**config.mk**
```make
export PLATFORM = sky130hd
export DESIGN_NAME = multicycle_ctrl_flat
export DESIGN_NICKNAME = d
export VERILOG_FILES = /design/src/rtl/multicycle_ctrl_if.sv /design/src/rtl/multicycle_ctrl.sv /design/src/flat_wrapper.sv
export SDC_FILE = /design/constraint.sdc
export NUM_CORES = 1
export LEC_CHECK = 0
export ABC_AREA = 1
export CAP_MARGIN = 20
export CORE_ASPECT_RATIO = 0.5
export CORE_MARGIN = 1
export CORE_UTILIZATION = 45
export CTS_CLUSTER_DIAMETER = 80
export CTS_CLUSTER_SIZE = 16
export DETAILED_ROUTE_END_ITERATION = 10
export GPL_TIMING_DRIVEN = 0
export PLACE_DENSITY = 0.87
export SETUP_SLACK_MARGIN = 0.2
export SLEW_MARGIN = 20
export SYNTH_ARGS = -nofsm -noshare
export SYNTH_HDL_FRONTEND = slang
export SYNTH_SLANG_ARGS = --single-unit
export TNS_END_PERCENT = 30
```
**constraint.sdc**
```tcl
create_clock -name clk -period 2 [get_ports clk]
set_input_delay 0.3 -clock clk [delete_from_list [all_inputs] [get_ports clk]]
set_output_delay 0.3 -clock clk [all_outputs]
set_load 0.05 [all_outputs]
```
**src/rtl/multicycle_ctrl_if.sv**
```systemverilog
// Control/status bundle between the multi-cycle sequencer and the RV32I datapath.
// The sequencer owns the selects and enables; the datapath returns the IR, Zero and memory ready.
interface multicycle_ctrl_if;
    logic [31:0] instr;
    logic        eq;
    logic        mem_ready;
    logic        PCWrite;
    logic        IRWrite;
    logic        AdrSrc;
    logic        MemRead;
    logic        MemWrite;
    logic        RegWrite;
    logic [1:0]  ALUSrcA;
    logic [1:0]  ALUSrcB;
    logic [2:0]  ALUCtrl;
    logic [1:0]  ResultSrc;
    logic [2:0]  ImmSrc;
    logic        illegal;
    logic [3:0]  state;
    logic [31:0] instret;

    modport master (
        input  instr, eq, mem_ready,
        output PCWrite, IRWrite, AdrSrc, MemRead, MemWrite, RegWrite,
               ALUSrcA, ALUSrcB, ALUCtrl, ResultSrc, ImmSrc,
               illegal, state, instret
    );

    modport slave (
        output instr, eq, mem_ready,
        input  PCWrite, IRWrite, AdrSrc, MemRead, MemWrite, RegWrite,
               ALUSrcA, ALUSrcB, ALUCtrl, ResultSrc, ImmSrc,
               illegal, state, instret
    );
endinterface

```
**src/rtl/multicycle_ctrl.sv**
```systemverilog
// Moore sequencer that time-shares one ALU and one memory port of an RV32I datapath,
// walking each instruction through fetch/decode/execute/memory/writeback.
//
//   state    | meaning
//   ---------+-----------------------------------------------------------
//   FETCH    | read instruction at PC, PC <= PC+4, IR load on mem_ready
//   DECODE   | OldPC+imm into ALUOut (branch/jump target), dispatch
//   MEMADR   | rs1+imm into ALUOut (load/store address)
//   MEMREAD  | read data memory at ALUOut, wait for mem_ready
//   MEMWB    | write ReadData to rd
//   MEMWRITE | write rs2 to data memory at ALUOut, wait for mem_ready
//   EXECR    | rs1 op rs2
//   EXECI    | rs1 op imm
//   ALUWB    | write ALUOut to rd
//   JAL      | PC <= target in ALUOut, ALUOut <= OldPC+4
//   BRANCH   | compare rs1/rs2, conditional PC load from ALUOut
//   TRAP     | unsupported encoding, parked until reset
module multicycle_ctrl (
    input  logic                   clk,
    input  logic                   rst_n,
    multicycle_ctrl_if.master      bus
);

    typedef enum logic [3:0] {
        S_FETCH    = 4'd0,
        S_DECODE   = 4'd1,
        S_MEMADR   = 4'd2,
        S_MEMREAD  = 4'd3,
        S_MEMWB    = 4'd4,
        S_MEMWRITE = 4'd5,
        S_EXECR    = 4'd6,
        S_EXECI    = 4'd7,
        S_ALUWB    = 4'd8,
        S_JAL      = 4'd9,
        S_BRANCH   = 4'd10,
        S_TRAP     = 4'd15
    } state_t;

    localparam logic [6:0] OP_LOAD   = 7'b0000011;
    localparam logic [6:0] OP_STORE  = 7'b0100011;
    localparam logic [6:0] OP_RTYPE  = 7'b0110011;
    localparam logic [6:0] OP_ITYPE  = 7'b0010011;
    localparam logic [6:0] OP_BRANCH = 7'b1100011;
    localparam logic [6:0] OP_JAL    = 7'b1101111;

    localparam logic [2:0] ALU_ADD = 3'b000;
    localparam logic [2:0] ALU_SUB = 3'b001;
    localparam logic [2:0] ALU_AND = 3'b010;
    localparam logic [2:0] ALU_OR  = 3'b011;
    localparam logic [2:0] ALU_SLT = 3'b101;

    localparam logic [2:0] IMM_I = 3'b000;
    localparam logic [2:0] IMM_S = 3'b001;
    localparam logic [2:0] IMM_B = 3'b010;
    localparam logic [2:0] IMM_J = 3'b011;

    localparam logic [1:0] SRCA_PC    = 2'b00;
    localparam logic [1:0] SRCA_OLDPC = 2'b01;
    localparam logic [1:0] SRCA_RS1   = 2'b10;
    localparam logic [1:0] SRCB_RS2   = 2'b00;
    localparam logic [1:0] SRCB_IMM   = 2'b01;
    localparam logic [1:0] SRCB_FOUR  = 2'b10;

    localparam logic [1:0] RES_ALUOUT = 2'b00;
    localparam logic [1:0] RES_RDATA  = 2'b01;
    localparam logic [1:0] RES_ALURES = 2'b10;

    state_t      state_q, state_d;
    logic [31:0] instret_q, instret_d;
    logic        illegal_q, illegal_d;

    logic [6:0]  opcode;
    logic [2:0]  funct3;
    logic        funct7_b5;

    logic        alu_ok;
    logic [2:0]  alu_op;

    logic        pc_write, ir_write, adr_src, mem_read, mem_write, reg_write;
    logic [1:0]  alu_src_a, alu_src_b, result_src;
    logic [2:0]  alu_ctrl, imm_src;
    logic        retire;

    assign opcode    = bus.instr[6:0];
    assign funct3    = bus.instr[14:12];
    assign funct7_b5 = bus.instr[30];

    // Shared by EXECR and EXECI; sub only exists in the register form.
    always_comb begin
        alu_ok = 1'b1;
        alu_op = ALU_ADD;
        case (funct3)
            3'b000:  alu_op = (state_q == S_EXECR && funct7_b5) ? ALU_SUB : ALU_ADD;
            3'b010:  alu_op = ALU_SLT;
            3'b110:  alu_op = ALU_OR;
            3'b111:  alu_op = ALU_AND;
            default: alu_ok = 1'b0;
        endcase
    end

    always_comb begin
        state_d    = state_q;
        pc_write   = 1'b0;
        ir_write   = 1'b0;
        adr_src    = 1'b0;
        mem_read   = 1'b0;
        mem_write  = 1'b0;
        reg_write  = 1'b0;
        alu_src_a  = SRCA_PC;
        alu_src_b  = SRCB_RS2;
        alu_ctrl   = ALU_ADD;
        result_src = RES_ALUOUT;
        imm_src    = IMM_I;

        case (state_q)
            S_FETCH: begin
                mem_read   = 1'b1;
                alu_src_a  = SRCA_PC;
                alu_src_b  = SRCB_FOUR;
                result_src = RES_ALURES;
                if (bus.mem_ready) begin
                    ir_write = 1'b1;
                    pc_write = 1'b1;
                    state_d  = S_DECODE;
                end
            end
            S_DECODE: begin
                alu_src_a = SRCA_OLDPC;
                alu_src_b = SRCB_IMM;
                case (opcode)
                    OP_STORE:  imm_src = IMM_S;
                    OP_BRANCH: imm_src = IMM_B;
                    OP_JAL:    imm_src = IMM_J;
                    default:   imm_src = IMM_I;
                endcase
                case (opcode)
                    OP_LOAD, OP_STORE: state_d = S_MEMADR;
                    OP_RTYPE:          state_d = S_EXECR;
                    OP_ITYPE:          state_d = S_EXECI;
                    OP_BRANCH:         state_d = S_BRANCH;
                    OP_JAL:            state_d = S_JAL;
                    default:           state_d = S_TRAP;
                endcase
            end
            S_MEMADR: begin
                alu_src_a = SRCA_RS1;
                alu_src_b = SRCB_IMM;
                imm_src   = opcode[5] ? IMM_S : IMM_I;
                state_d   = opcode[5] ? S_MEMWRITE : S_MEMREAD;
            end
            S_MEMREAD: begin
                mem_read = 1'b1;
                adr_src  = 1'b1;
                if (bus.mem_ready) state_d = S_MEMWB;
            end
            S_MEMWB: begin
                reg_write  = 1'b1;
                result_src = RES_RDATA;
                state_d    = S_FETCH;
            end
            S_MEMWRITE: begin
                mem_write = 1'b1;
                adr_src   = 1'b1;
                if (bus.mem_ready) state_d = S_FETCH;
            end
            S_EXECR, S_EXECI: begin
                alu_src_a = SRCA_RS1;
                alu_src_b = (state_q == S_EXECI) ? SRCB_IMM : SRCB_RS2;
                if (alu_ok) begin
                    alu_ctrl = alu_op;
                    state_d  = S_ALUWB;
                end else begin
                    state_d  = S_TRAP;
                end
            end
            S_ALUWB: begin
                reg_write = 1'b1;
                state_d   = S_FETCH;
            end
            S_JAL: begin
                alu_src_a = SRCA_OLDPC;
                alu_src_b = SRCB_FOUR;
                pc_write  = 1'b1;
                state_d   = S_ALUWB;
            end
            S_BRANCH: begin
                alu_src_a = SRCA_RS1;
                alu_src_b = SRCB_RS2;
                alu_ctrl  = ALU_SUB;
                case (funct3)
                    3'b000: begin
                        pc_write = bus.eq;
                        state_d  = S_FETCH;
                    end
                    3'b001: begin
                        pc_write = ~bus.eq;
                        state_d  = S_FETCH;
                    end
                    default: state_d = S_TRAP;
                endcase
            end
            S_TRAP:  state_d = S_TRAP;
            default: state_d = S_TRAP;
        endcase
    end

    assign retire = (state_d == S_FETCH) &&
                    (state_q == S_MEMWB || state_q == S_MEMWRITE ||
                     state_q == S_ALUWB || state_q == S_BRANCH);

    assign instret_d = retire ? instret_q + 32'd1 : instret_q;
    assign illegal_d = illegal_q | (state_d == S_TRAP);

    always_ff @(posedge clk or negedge rst_n) begin
        if (!rst_n) begin
            state_q   <= S_FETCH;
            instret_q <= 32'd0;
            illegal_q <= 1'b0;
        end else begin
            state_q   <= state_d;
            instret_q <= instret_d;
            illegal_q <= illegal_d;
        end
    end

    // Outputs are gated by rst_n so an in-flight request drops the moment reset asserts.
    always_comb begin
        bus.PCWrite   = rst_n & pc_write;
        bus.IRWrite   = rst_n & ir_write;
        bus.AdrSrc    = rst_n & adr_src;
        bus.MemRead   = rst_n & mem_read;
        bus.MemWrite  = rst_n & mem_write;
        bus.RegWrite  = rst_n & reg_write;
        bus.ALUSrcA   = rst_n ? alu_src_a  : 2'b00;
        bus.ALUSrcB   = rst_n ? alu_src_b  : 2'b00;
        bus.ALUCtrl   = rst_n ? alu_ctrl   : 3'b000;
        bus.ResultSrc = rst_n ? result_src : 2'b00;
        bus.ImmSrc    = rst_n ? imm_src    : 3'b000;
    end

    assign bus.state   = state_q;
    assign bus.instret = instret_q;
    assign bus.illegal = illegal_q;

endmodule

```
**src/flat_wrapper.sv**
```systemverilog
// flat-port wrapper written by rule: the top's interface ports become plain ports
module multicycle_ctrl_flat 
  (clk, rst_n, bus_instr, bus_eq, bus_mem_ready, bus_PCWrite, bus_IRWrite, bus_AdrSrc, bus_MemRead, bus_MemWrite, bus_RegWrite, bus_ALUSrcA, bus_ALUSrcB, bus_ALUCtrl, bus_ResultSrc, bus_ImmSrc, bus_illegal, bus_state, bus_instret);
  multicycle_ctrl_if bus_i ();
  input  logic clk;
  input  logic rst_n;
  input wire logic [$bits(bus_i.instr)-1:0] bus_instr;
  input wire logic [$bits(bus_i.eq)-1:0] bus_eq;
  input wire logic [$bits(bus_i.mem_ready)-1:0] bus_mem_ready;
  output wire logic [$bits(bus_i.PCWrite)-1:0] bus_PCWrite;
  output wire logic [$bits(bus_i.IRWrite)-1:0] bus_IRWrite;
  output wire logic [$bits(bus_i.AdrSrc)-1:0] bus_AdrSrc;
  output wire logic [$bits(bus_i.MemRead)-1:0] bus_MemRead;
  output wire logic [$bits(bus_i.MemWrite)-1:0] bus_MemWrite;
  output wire logic [$bits(bus_i.RegWrite)-1:0] bus_RegWrite;
  output wire logic [$bits(bus_i.ALUSrcA)-1:0] bus_ALUSrcA;
  output wire logic [$bits(bus_i.ALUSrcB)-1:0] bus_ALUSrcB;
  output wire logic [$bits(bus_i.ALUCtrl)-1:0] bus_ALUCtrl;
  output wire logic [$bits(bus_i.ResultSrc)-1:0] bus_ResultSrc;
  output wire logic [$bits(bus_i.ImmSrc)-1:0] bus_ImmSrc;
  output wire logic [$bits(bus_i.illegal)-1:0] bus_illegal;
  output wire logic [$bits(bus_i.state)-1:0] bus_state;
  output wire logic [$bits(bus_i.instret)-1:0] bus_instret;
  assign bus_i.instr = bus_instr;
  assign bus_i.eq = bus_eq;
  assign bus_i.mem_ready = bus_mem_ready;
  assign bus_PCWrite = bus_i.PCWrite;
  assign bus_IRWrite = bus_i.IRWrite;
  assign bus_AdrSrc = bus_i.AdrSrc;
  assign bus_MemRead = bus_i.MemRead;
  assign bus_MemWrite = bus_i.MemWrite;
  assign bus_RegWrite = bus_i.RegWrite;
  assign bus_ALUSrcA = bus_i.ALUSrcA;
  assign bus_ALUSrcB = bus_i.ALUSrcB;
  assign bus_ALUCtrl = bus_i.ALUCtrl;
  assign bus_ResultSrc = bus_i.ResultSrc;
  assign bus_ImmSrc = bus_i.ImmSrc;
  assign bus_illegal = bus_i.illegal;
  assign bus_state = bus_i.state;
  assign bus_instret = bus_i.instret;
  multicycle_ctrl u_core (.clk(clk), .rst_n(rst_n), .bus(bus_i));
endmodule
```
# Word-level counts from Yosys, hierarchy flattened
# Index checks and enable logic that the tools add are counted.
[classes]
n_addsub = 1
muxes = 33
n_eq_ne = 21
reduce_logical = 19
bitwise = 8
[op_table]
columns = ["cell", "count"]
rows = [
  ["$pmux W4 S9", 1],
  ["$add A32 B1 Y32 const B", 1],
  ["$pmux W4 S5", 1],
  ["$reduce_or A2 Y1", 9],
  ["$eq A4 B3 Y1 const B", 4],
  ["$eq A4 B4 Y1 const B", 4],
  ["$mux W4", 4],
  ["$mux W3", 5],
  ["$eq A7 B6 Y1 const B", 2],
  ["$eq A7 B7 Y1 const B", 2],
  ["$pmux W2 S3", 2],
  ["$pmux W3 S2", 2],
  ["$pmux W3 S4", 1],
  ["$mux W1", 10],
  ["$eq A4 B2 Y1 const B", 2],
  ["$logic_not A4 Y1", 2],
  ["$pmux W2 S2", 2],
  ["$reduce_or A4 Y1", 2],
  ["$eq A7 B2 Y1 const B", 1],
  ["$eq A7 B5 Y1 const B", 1],
  ["$and A1 B1 Y1", 6],
  ["$eq A3 B3 Y1 const B", 2],
  ["$mux W2", 3],
  ["$eq A4 B1 Y1 const B", 1],
  ["other kinds (9)", 12],
]
[totals]
regBits = 37
out_inout_bits = 55

# Longest topological paths before layout
# Gate-level depths: netlist of the first run.
[depth]
word_depth = 7
depth_mapped = 14
mapped_depth_nobuf = 13

# Worst setup path after synthesis of the first run
# OpenSTA, ideal clock, no wires.
[synth_timing]
path_kind = "register to output"
from = "reg u_core.state_q[0] (netlist: u_core.bus.state[0])"
to = "out bus_ImmSrc[1]"
arrival_ns = 2.928
required_time_ns = 1.700
stages_incl_launch_ff = 5
slack_ns = -1.228
path_cell_list = "dfrtp_1 nand2_2 nor3_1 nand2_1 a21oi_1"
[synth_between]
elab_chain_cells = 3
word_cells_on_any_way = 4
[synth_lines]
columns = ["item", "line_no", "text"]
rows = [
  ["start, declared", "multicycle_ctrl.sv:68", "state_t state_q, state_d;"],
  ["start signal, assigned", "multicycle_ctrl.sv:220", "state_q <= state_d;"],
  ["$eq A4 B2 Y1 / $eq A4 B1 Y1 (equally long branches)", "multicycle_ctrl.sv:115", "case (state_q)"],
  ["$pmux W3 S2 (*)", "multicycle_ctrl.sv:115", ""],
  ["$mux W3 (*)", "multicycle_ctrl.sv:238", "bus.ImmSrc = rst_n ? imm_src : 3'b000;"],
  ["end, declared", "flat_wrapper.sv:20", "output wire logic [$bits(bus_i.ImmSrc)-1:0] bus_ImmSrc;"],
]
# Mark *: on every way between the ends. The rest lies on a longest branch, timed or not.

# Final worst setup path of the first run
[layout_timing]
from = "reg u_core.state_q[1] (netlist: u_core.bus.state[1])"
to = "out bus_PCWrite"
[layout_between]
elab_chain_cells = 3
word_cells_on_any_way = 5
[layout_lines]
columns = ["item", "line_no", "text"]
rows = [
  ["$eq A4 B4 Y1 / $logic_not A4 Y1 (equally long branches)", "multicycle_ctrl.sv:115", ""],
  ["$pmux W1 S3 (*)", "multicycle_ctrl.sv:115", ""],
  ["$and A1 B1 Y1 (*)", "multicycle_ctrl.sv:228", "bus.PCWrite = rst_n & pc_write;"],
  ["end, declared", "flat_wrapper.sv:10", "output wire logic [$bits(bus_i.PCWrite)-1:0] bus_PCWrite;"],
]
# Marks and branches as above.

==> results of run 1 <==
[cells by family after synthesis]
logic type	share of synthesized area, %
XOR/XNOR	4.64
other	0.133
flip-flops	32.7
AND/OR/NAND/NOR	48.8
adder cells (fa/ha/maj)	0.442
buffers and inverters	10.4
AO/OA/AOI/OAI	2.87
[state kept, by name, indices dropped and copies added, names as in the netlist]
register / cells
u_core.bus.instret: 32
u_core.bus.state: 4
u_core.bus.illegal: 1
[routing by layer]
layer	vias to the layer above	wire length, µm
met1	1646	4170
met3	34	764
met2	169	4710
li1	1672	-
met5	-	0
met4	0	269
[final timing paths]
kind                                               startpoint                                 end  slack [ns]  cells past startpoint
min reg2reg                u_core.bus.instret[30]$_DFFE_PN0P_  u_core.bus.instret[30]$_DFFE_PN0P_        0.50                      2
max                             u_core.bus.state[1]$_DFF_PN0_                         bus_PCWrite       -0.06                      7
min                        u_core.bus.instret[30]$_DFFE_PN0P_  u_core.bus.instret[30]$_DFFE_PN0P_        0.50                      2
min in group asynchronous                               rst_n   u_core.bus.instret[4]$_DFFE_PN0P_        0.66                      2
max in group asynchronous                               rst_n       u_core.bus.state[3]$_DFF_PN0_        0.50                      3
max reg2reg                     u_core.bus.state[0]$_DFF_PN0_   u_core.bus.instret[1]$_DFFE_PN0P_       -0.04                     13
[power groups by stage]
stage / sequential, mW / clock [mW] / combinational (mW)
floorplan: 0.762 / 0 / 0.0332
global placement: 0.762 / 0 / 0.0857
detailed placement: 0.762 / 0 / 0.0930
CTS: 0.749 / 0.828 / 0.105
global route: 0.748 / 0.861 / 0.121
finish: 0.749 / 0.825 / 0.112
[through the flow]
stage | setup TNS [ns] | setup slack, ns | hold slack [ns] | power (mW)
finish | -0.540 | -0.0625 | 0.504 | 1.69
global route | -5.02 | -0.206 | 0.541 | 1.73
CTS | 0 | 0.0436 | 0.494 | 1.68
detailed placement | -28.25 | -0.851 | 0.277 | 0.855
global placement | -59.76 | -2.29 | 0.457 | 0.848
floorplan | 0 | 0.00771 | 0.00441 | 0.796
[repair_timing]
item / 4_1_cts / 5_1_grt
hold buffers: 2 / 0
endpoints found under the setup margin: 83 / 85
setup buffers: 15 / 7
endpoints found under the hold margin: 16 / 0
pin swaps: 10 / 17
cloned: 2 / 2
resized for setup: 150 / 98
[layout by cell type (no fill, tap or decap), drive strengths merged]
master / n
dfrtp: 37
xnor2: 5
nor2: 72
conb: 1
ha: 1
a221oi: 1
a21oi: 6
nand2b: 1
nand2: 149
buf: 54
nor3: 16
clkdlybuf4s50: 11
and2: 1
clkbuf: 9
dlygate4sd2: 3
nand4: 11
dlygate4sd3: 2
nor4: 1
clkinvlp: 1
nand3: 71
o22ai: 1
clkinv: 1
xor2: 10
inv: 62
o21bai: 1
o21ai: 2
a31oi: 2
dlymetal6s2s: 36
[worst reg2reg max path, cell delays in order, from the launching register on]
cell and delay (ns):
dfrtp_2 0.49, nand2_2 0.13, nand2_2 0.08, nand2_4 0.09
nand2_2 0.04, nor2_1 0.12, nand2_1 0.10, nor2_4 0.14
nand2_2 0.09, nor2_4 0.20, nand3_4 0.17, buf_4 0.18
nand2_1 0.05, nand2_1 0.06
[synth_stat cells]
master    count  area [µm²]
and2_1        1        6.26
nor2_1       70         263
nor2_2        1        6.26
nand2_1     147         552
a31oi_1       2        12.5
ha_1          1        12.5
nand2b_1      1        6.26
nor3_1       16        80.1
nand4_1      11        68.8
inv_2         7        26.3
nor4_1        1        6.26
nand3_1      70         350
o22ai_2       1        12.5
nand2_2       2        12.5
xnor2_1       5        43.8
o21bai_1      1        7.51
nand3_4       1        17.5
buf_4         2        15.0
a221oi_1      1        8.76
o21ai_0       2        10.0
inv_1        56         210
xor2_1       10        87.6
conb_1        1        3.75
dfrtp_1      37         926
a21oi_1       6        30.0
nor2_4        1        11.3
clkbuf_1      2        7.51
buf_2         7        35.0
[cell type report]
cell class	count	share of cell area, %
clock buffers	7	3.35
plain buffers	11	2.63
flip-flops and latches	37	20.5
multi-input cells	352	43.1
clock inverters	1	0.110
well taps	84	2.30
repair buffers	97	22.6
inverters	63	5.43
==> flow_metrics.tcl, run 1 <==
set metrics [dict create \
    fillers 385 \
    p_clk_share_pct 48.9 \
    worstPathCellList "buf_4, nor2_2, nand2_2, nor2_2, inv_2, a31oi_4, buf_6" \
    slew_headroom_pct 35.8 \
    fin_skew_ns 0.00344 \
    cts_tree "yes" \
    status "complete, but fails checks" \
    hp-class "register to register" \
    portBuffers 68 \
    drc_errors 0 \
    clkSinkCount 37 \
    fp-row-count 19 \
    fin_area_um2 4560 \
    leakage_nw 2.53 \
    io_pins 91 \
    rsz0062_at_grt "yes" \
    place_hpwl_um 6190 \
    grtUsageMet2_pct 50.4 \
    multi_input_area_um2 1960 \
    crit_path_end_kind "primary output" \
    crit_top_cell "nor2_2" \
    fin_cells 652 \
    swShare_pct 21.6 \
    fmax_mhz 485 \
    ys_types 28 \
    vias 3521 \
    period_share_pct 103 \
    required_ns 1.70 \
    slowest_stage "dfrtp_2" \
    core_um2 5750 \
    period_needed_ns 2.06 \
    switching_power_mw 0.365 \
    syn_nets 500 \
    worst_slack_ns -0.0625 \
    slew_violations 0 \
    path_delay_family "flip-flops" \
    violations "setup timing" \
    dpl.cell_count 616 \
    ff_latch_area_um2 936 \
    wl_um 9920 \
    die_y_um 58.1 \
    post_synth_inst_count 463 \
    place_area_um2 3820 \
    vdd_drop_max_v 0.000336 \
    grt_pass1_wl_um 14900 \
    syn_area_um2 2830 \
    clk_latency_ns 0.28 \
    h-tree-depth 2 \
    finalHoldViolations 0 \
    antenna_found_initial 0 \
    p_per_area_nw_per_um2 369 \
    post-route-util_pct 79.3 \
    grt_pass1_vias 3177 \
    die_x_um 114 \
    cap_viol_max_count 0 \
    cp.buffers_inverters 3 \
    synth_area_per_cell_um2 6.11 \
    synth.yosys.warnings 0 \
    n_antenna_cell 0 \
    nets 604 \
    grt_max_degree 22 \
    drt-initial-drc-count 269 \
    synth_seq_cells 37 \
    overflow 0 \
    busiest_layer "met2" \
    wl_per_cell_um 15.2 \
    clockBufferDepth 2 \
    grt.total_usage_pct 28.7 \
    postRouteAntennaNets 0 \
    p_int_mw 1.32 \
    cp-start-kind "register" \
    max_stage_delay_ns 0.47 \
    area_growth_pct 61.3 \
    gr-usage-met3_pct 4.39 \
    fp.dieArea_um2 6630 \
    drt-vias-per-instance 5.40 \
    crit_arrival_ns 1.76 \
    start_util_pct 49.2 \
    seqPwrFrac_pct 44.4 \
    path_clk_slew_ns 0.05 \
    drive_gt1_share_pct 25.9 \
    setup_viol 19 \
    use_met1_pct 36.4 \
    ys_seq_area_share_pct 32.7 \
    power_frac_comb_pct 6.6 \
    gp_congestion 0.935 \
    worst_pin_slew_ns 0.960 \
    cts-root-buf "clkbuf_16" \
    firstDrtPassIters 5 \
    path_class "register to primary output" \
    critPathMaxFanout 6 \
    cts_buffers 5 \
]
Note: power is estimated with default switching activity, not from simulation.
==> run 2: changes to the inputs <==
--- a/config.mk
+++ b/config.mk
@@ -13,10 +13,10 @@
 export CTS_CLUSTER_DIAMETER = 80
 export CTS_CLUSTER_SIZE = 16
 export DETAILED_ROUTE_END_ITERATION = 10
+export GPL_ROUTABILITY_DRIVEN = 0
 export GPL_TIMING_DRIVEN = 0
 export PLACE_DENSITY = 0.87
 export SETUP_SLACK_MARGIN = 0.2
-export SLEW_MARGIN = 20
 export SYNTH_ARGS = -nofsm -noshare
 export SYNTH_HDL_FRONTEND = slang
 export SYNTH_SLANG_ARGS = --single-unit
==> run 2 against run 1 <==
Effect of this change: the run still ends with setup timing left; design area shrank 1.2%; utilization fell by 0.94 points; via count about the same; die area stayed put; non-clock buffer count down 2; sequential cell count stayed put; sequential share of layout area is 0.24 points higher; combinational power down 4%; global-route usage decreased by 0.79 points; sequential power is essentially flat; total power down 0.42%; setup slack better by 0.017 ns.
==> flow_metrics.tcl, run 2 (synthesized netlist as in run 1, its figures left out) <==
set metrics [dict create \
    drt-vias-per-instance 5.42 \
    cts_buffers 5 \
    postRouteAntennaNets 0 \
    r2r_cells 13 \
    setup_viol 24 \
    slew_headroom_pct 62.5 \
    status "complete, but fails checks" \
    hp-start "u_core.bus.instret[30]$_DFFE_PN0P_" \
    post-route-util_pct 78.4 \
    fp.dieArea_um2 6630 \
    r2r_slack_ns -0.04 \
    largest_reg_flops 32 \
    wl_um 9460 \
    path_delay_family "flip-flops" \
    crit_arrival_ns 1.75 \
    path_class "register to primary output" \
    violations "setup timing" \
    h-tree-depth 2 \
    max_stage_delay_ns 0.50 \
    crit_path_end_kind "primary output" \
    worst_slack_ns -0.0453 \
    fin_area_um2 4510 \
    clockBufferDepth 2 \
    leakage_nw 2.32 \
    grt_pass1_vias 3093 \
    drc_errors 0 \
    cts_tree "yes" \
    mostFrequentLayoutCell "nand2_1" \
    overflow 0 \
    grt_max_degree 38 \
    cp-start-kind "register" \
    fp-row-count 19 \
    whs_path_depth 2 \
    drive_gt1_share_pct 27.0 \
    n_antenna_cell 0 \
    clk_latency_ns 0.28 \
    grt_pass1_wl_um 14400 \
    place_area_um2 3790 \
    p_per_area_nw_per_um2 372 \
    critPathMaxFanout 7 \
    worst_pin_slew_ns 0.561 \
    fmax_mhz 489 \
    cts-root-buf "clkbuf_16" \
    firstDrtPassIters 5 \
    place_hpwl_um 5950 \
    finalHoldViolations 0 \
    core_um2 5750 \
    reg2reg_to "u_core.bus.instret[17]$_DFFE_PN0P_" \
    portBuffers 68 \
    nets 602 \
    period_needed_ns 2.05 \
    final_cell_mix "nand2_1, nand3_1, inv_1" \
    antenna_found_initial 0 \
    required_ns 1.70 \
    clkSinkCount 37 \
    wl_per_cell_um 14.6 \
    start_util_pct 49.2 \
    cap_viol_max_count 0 \
    area_growth_pct 59.4 \
    io_pins 91 \
    grt.total_usage_pct 27.9 \
    hold_end "u_core.bus.instret[30]$_DFFE_PN0P_" \
    rsz0062_at_grt "yes" \
    slowest_stage "dfrtp_2" \
    fin_skew_ns 0.00379 \
    fillers 398 \
    drt-initial-drc-count 331 \
    worstReg2RegStart "u_core.bus.state[1]$_DFF_PN0_" \
    path_clk_slew_ns 0.05 \
    vias 3523 \
    period_share_pct 102 \
    slew_violations 0 \
    hp-class "register to register" \
    worstPathCellList "inv_4, nor2_2, nand3_1, a221oi_4, buf_6" \
    cp.buffers_inverters 2 \
    die_x_um 114 \
    vdd_drop_max_v 0.000279 \
    die_y_um 58.1 \
]
## run 2: how the worst max path moves through the flow
stage | end | startpoint | cells past startpoint | slack (ns)
2_1_floorplan | bus_ImmSrc[1] | u_core.bus.state[1]$_DFF_PN0_ | 5 | 0.008
3_3_place_gp | bus_PCWrite | rst_n | 5 | -2.30
3_5_place_dp | bus_PCWrite | rst_n | 5 | -1.14
4_1_cts | u_core.bus.instret[17]$_DFFE_PN0P_ | u_core.bus.state[0]$_DFF_PN0_ | 13 | 0.04
5_1_grt | u_core.bus.instret[6]$_DFFE_PN0P_ | u_core.bus.state[1]$_DFF_PN0_ | 13 | -0.11
6_report | bus_ALUCtrl[0] | u_core.bus.state[1]$_DFF_PN0_ | 5 | -0.05
## run 2: repair_timing
action                                 CTS  global route
pin swaps                                8            11
hold buffers                             2             0
gates resized for setup                142            85
endpoints found under the hold margin   37             0
setup endpoints to repair               82            85
setup buffers                           10            15
gates cloned                             0             0
## run 2: metal layers
layer | wire length (µm) | GRT usage (%)
met4 | 288 | 10.2
met3 | 665 | 4.39
met5 | 0 | 0
met2 | 4550 | 47.9
met1 | 3960 | 36.2
## run 2: area by class of cell
class / instances / area, µm² / area share, %
Tap cell: 84 / 105 / 2.33
Sequential cell: 37 / 936 / 20.8
Clock inverter: 1 / 5.00 / 0.111
Inverter: 63 / 245 / 5.44
Clock buffer: 7 / 153 / 3.39
Buffer: 11 / 106 / 2.36
Timing Repair Buffer: 95 / 987 / 21.9
Multi-Input combinational cell: 352 / 1970 / 43.7
## run 2: per-stage QoR
step | hold WS (ns) | setup TNS (ns) | power (mW) | setup WS (ns) | std cells
floorplan | 0.00441 | 0 | 0.796 | 0.00771 | 463
global placement | 0.458 | -60.51 | 0.848 | -2.30 | 615
detailed placement | 0.456 | -30.90 | 0.848 | -1.14 | 615
CTS | 0.480 | 0 | 1.68 | 0.0385 | 635
global route | 0.522 | -2.75 | 1.74 | -0.113 | 650
finish | 0.493 | -0.436 | 1.68 | -0.0453 | 650
## run 2: worst register-to-register path: stages (launching register included)
cell	delay, ns
dfrtp_2	0.50
inv_4	0.12
nor2_2	0.08
nand2_2	0.12
nand2_1	0.09
nor2_1	0.13
nand2_1	0.08
nor2_2	0.13
nand2_2	0.09
nor2_4	0.19
buf_6	0.18
nand3_1	0.09
nand2_1	0.08
nand2_1	0.06
## run 2: power by group
group,switching (mW),internal [mW],leakage (nW)
logic,0.0665,0.0417,1.76
clock network,0.294,0.527,0.0799
registers,0,0.749,0.483
==> run 3: changes to the inputs <==
--- a/config.mk
+++ b/config.mk
@@ -8,14 +8,14 @@
 export ABC_AREA = 1
 export CAP_MARGIN = 20
 export CORE_ASPECT_RATIO = 0.5
-export CORE_MARGIN = 1
+export CORE_MARGIN = 4
 export CORE_UTILIZATION = 45
 export CTS_CLUSTER_DIAMETER = 80
 export CTS_CLUSTER_SIZE = 16
 export DETAILED_ROUTE_END_ITERATION = 10
 export GPL_ROUTABILITY_DRIVEN = 0
 export GPL_TIMING_DRIVEN = 0
-export PLACE_DENSITY = 0.87
+export PLACE_DENSITY = 0.84
 export SETUP_SLACK_MARGIN = 0.2
 export SYNTH_ARGS = -nofsm -noshare
 export SYNTH_HDL_FRONTEND = slang
==> run 3 against run 2 <==
Effect of this change: the flow still finishes with violations (setup timing); sequential power about the same; clock skew decreased by 0.0016 ns; wire length shrank 5.8%; critical path type unchanged; largest cell class unchanged.
==> flow_metrics.tcl, run 3 (synthesized netlist as in run 1, its figures left out) <==
set metrics [dict create \
    postRouteAntennaNets 0 \
    n_antenna_cell 0 \
    status "complete, but fails checks" \
    wl_per_cell_um 13.6 \
    fin_area_um2 4450 \
    slew_headroom_pct 64.3 \
    setup_viol 1 \
    slew_violations 0 \
    finalHoldViolations 0 \
    clockBufferDepth 2 \
    final_cell_mix "nand2_1, nand3_1, nor2_1" \
    die_x_um 120 \
    violations "setup timing" \
    path_clk_slew_ns 0.05 \
    cts-root-buf "clkbuf_16" \
    cp-start-kind "register" \
    grt.total_usage_pct 23.3 \
    crit_arrival_ns 1.71 \
    area_growth_pct 57.4 \
    drc_errors 0 \
    mostFrequentLayoutCell "nand2_1" \
    worst_pin_slew_ns 0.535 \
    io_pins 91 \
    leakage_nw 2.50 \
    setup_tns_ns -0.00676 \
    fmax_mhz 498 \
    fin_cells 653 \
    nets 601 \
    drt-vias-per-instance 5.13 \
    hp-class "register to register" \
    cap_viol_max_count 0 \
    rsz0062_at_grt "yes" \
    period_needed_ns 2.01 \
    drt-initial-drc-count 342 \
    period_share_pct 100 \
    drive_gt1_share_pct 23.0 \
    start_util_pct 46.5 \
    cts_tree "yes" \
    h-tree-depth 2 \
    grt_pass1_wl_um 14700 \
    fin_skew_ns 0.00217 \
    fp.dieArea_um2 7700 \
    grt_pass1_vias 3158 \
    firstDrtPassIters 6 \
    antenna_found_initial 0 \
    clkSinkCount 37 \
    dpl.cell_count 619 \
    vdd_drop_max_v 0.000315 \
    overflow 0 \
    path_class "register to primary output" \
    portBuffers 68 \
    cts_buffers 5 \
    crit_path_end_kind "primary output" \
    largest_reg_flops 32 \
    required_ns 1.70 \
    post-route-util_pct 73.2 \
    fp-row-count 20 \
    place_hpwl_um 5960 \
    critPathMaxFanout 5 \
    worst_slack_ns -0.00676 \
    core_um2 6080 \
    vias 3351 \
    grt_max_degree 38 \
    p_per_area_nw_per_um2 359 \
    clk_latency_ns 0.28 \
    place_area_um2 3800 \
    hold_ws_ns 0.474 \
    die_y_um 64.1 \
    wl_um 8910 \
]
## run 3: cell types whose count changed in the layout (fill, tap and decap cells not counted), sizes merged
| cell | change |
|---|---|
| clkdlybuf4s50 | -10 |
| clkdlybuf4s15 | -1 |
| buf | -5 |
| clkinv | -1 |
| clkbuf | +3 |
| dlymetal6s2s | +11 |
| dlygate4sd2 | +2 |
## run 3: critical path, stage by stage (launching register included)
cell and delay [ns]:
dfrtp_2 0.47, buf_4 0.16, inv_2 0.03, nand2_1 0.09, nor2_4 0.14, inv_2 0.07, a221oi_4 0.27, buf_6 0.19
## run 3: final cells by class
class	count	area (µm²)
inverter	63	243
clock buffer	8	136
fill	504	1630
sequential	37	936
tap	88	110
timing repair buffer	94	1000
buffer	11	114
multi-input combinational	352	1910
## run 3: layer usage
layer / wire (µm) / GRT usage [%] / up-vias
li1: - / - / 1661
met1: 3960 / 31.2 / 1545
met2: 4280 / 39.2 / 131
met3: 569 / 4.33 / 14
met4: 102 / 5.56 / 0
met5: 0 / 0 / -
## run 3: per-stage QoR
stage / total power, mW / worst slack (ns)
6_report: 1.60 / -0.00676
5_1_grt: 1.65 / -0.117
4_1_cts: 1.61 / 0.0502
3_5_place_dp: 0.848 / -1.17
3_3_place_gp: 0.848 / -2.35
2_1_floorplan: 0.796 / 0.00771
## run 3: worst paths after layout
kind / startpoint / end / slack (ns) / cells after the start
min in group asynchronous: rst_n / u_core.bus.state[2]$_DFF_PN0_ / 0.58 / 3
setup / recovery: u_core.bus.state[0]$_DFF_PN0_ / bus_ALUCtrl[0] / -0.007 / 7
setup reg to reg: u_core.bus.state[1]$_DFF_PN0_ / u_core.bus.instret[26]$_DFFE_PN0P_ / 0.03 / 13
max in group asynchronous: rst_n / u_core.bus.instret[3]$_DFFE_PN0P_ / 1.22 / 3
hold / removal: u_core.bus.illegal$_DFF_PN0_ / u_core.bus.illegal$_DFF_PN0_ / 0.47 / 1
hold reg to reg: u_core.bus.illegal$_DFF_PN0_ / u_core.bus.illegal$_DFF_PN0_ / 0.47 / 1
## run 3: repair_timing
item                                    in CTS  in global routing
hold buffers                                 2                  0
gates cloned                                 1                  0
endpoints found under the setup margin      83                 84
hold endpoints to repair                    37                  0
resized for setup                          152                 75
setup buffers                               16                  7
pin swaps                                   12                 13
## run 3: where the power goes
group | total, mW | switching [mW] | leakage, nW | internal [mW]
combinational | 0.105 | 0.0607 | 1.95 | 0.0442
sequential | 0.749 | 0 | 0.483 | 0.749
clock | 0.744 | 0.281 | 0.0652 | 0.463
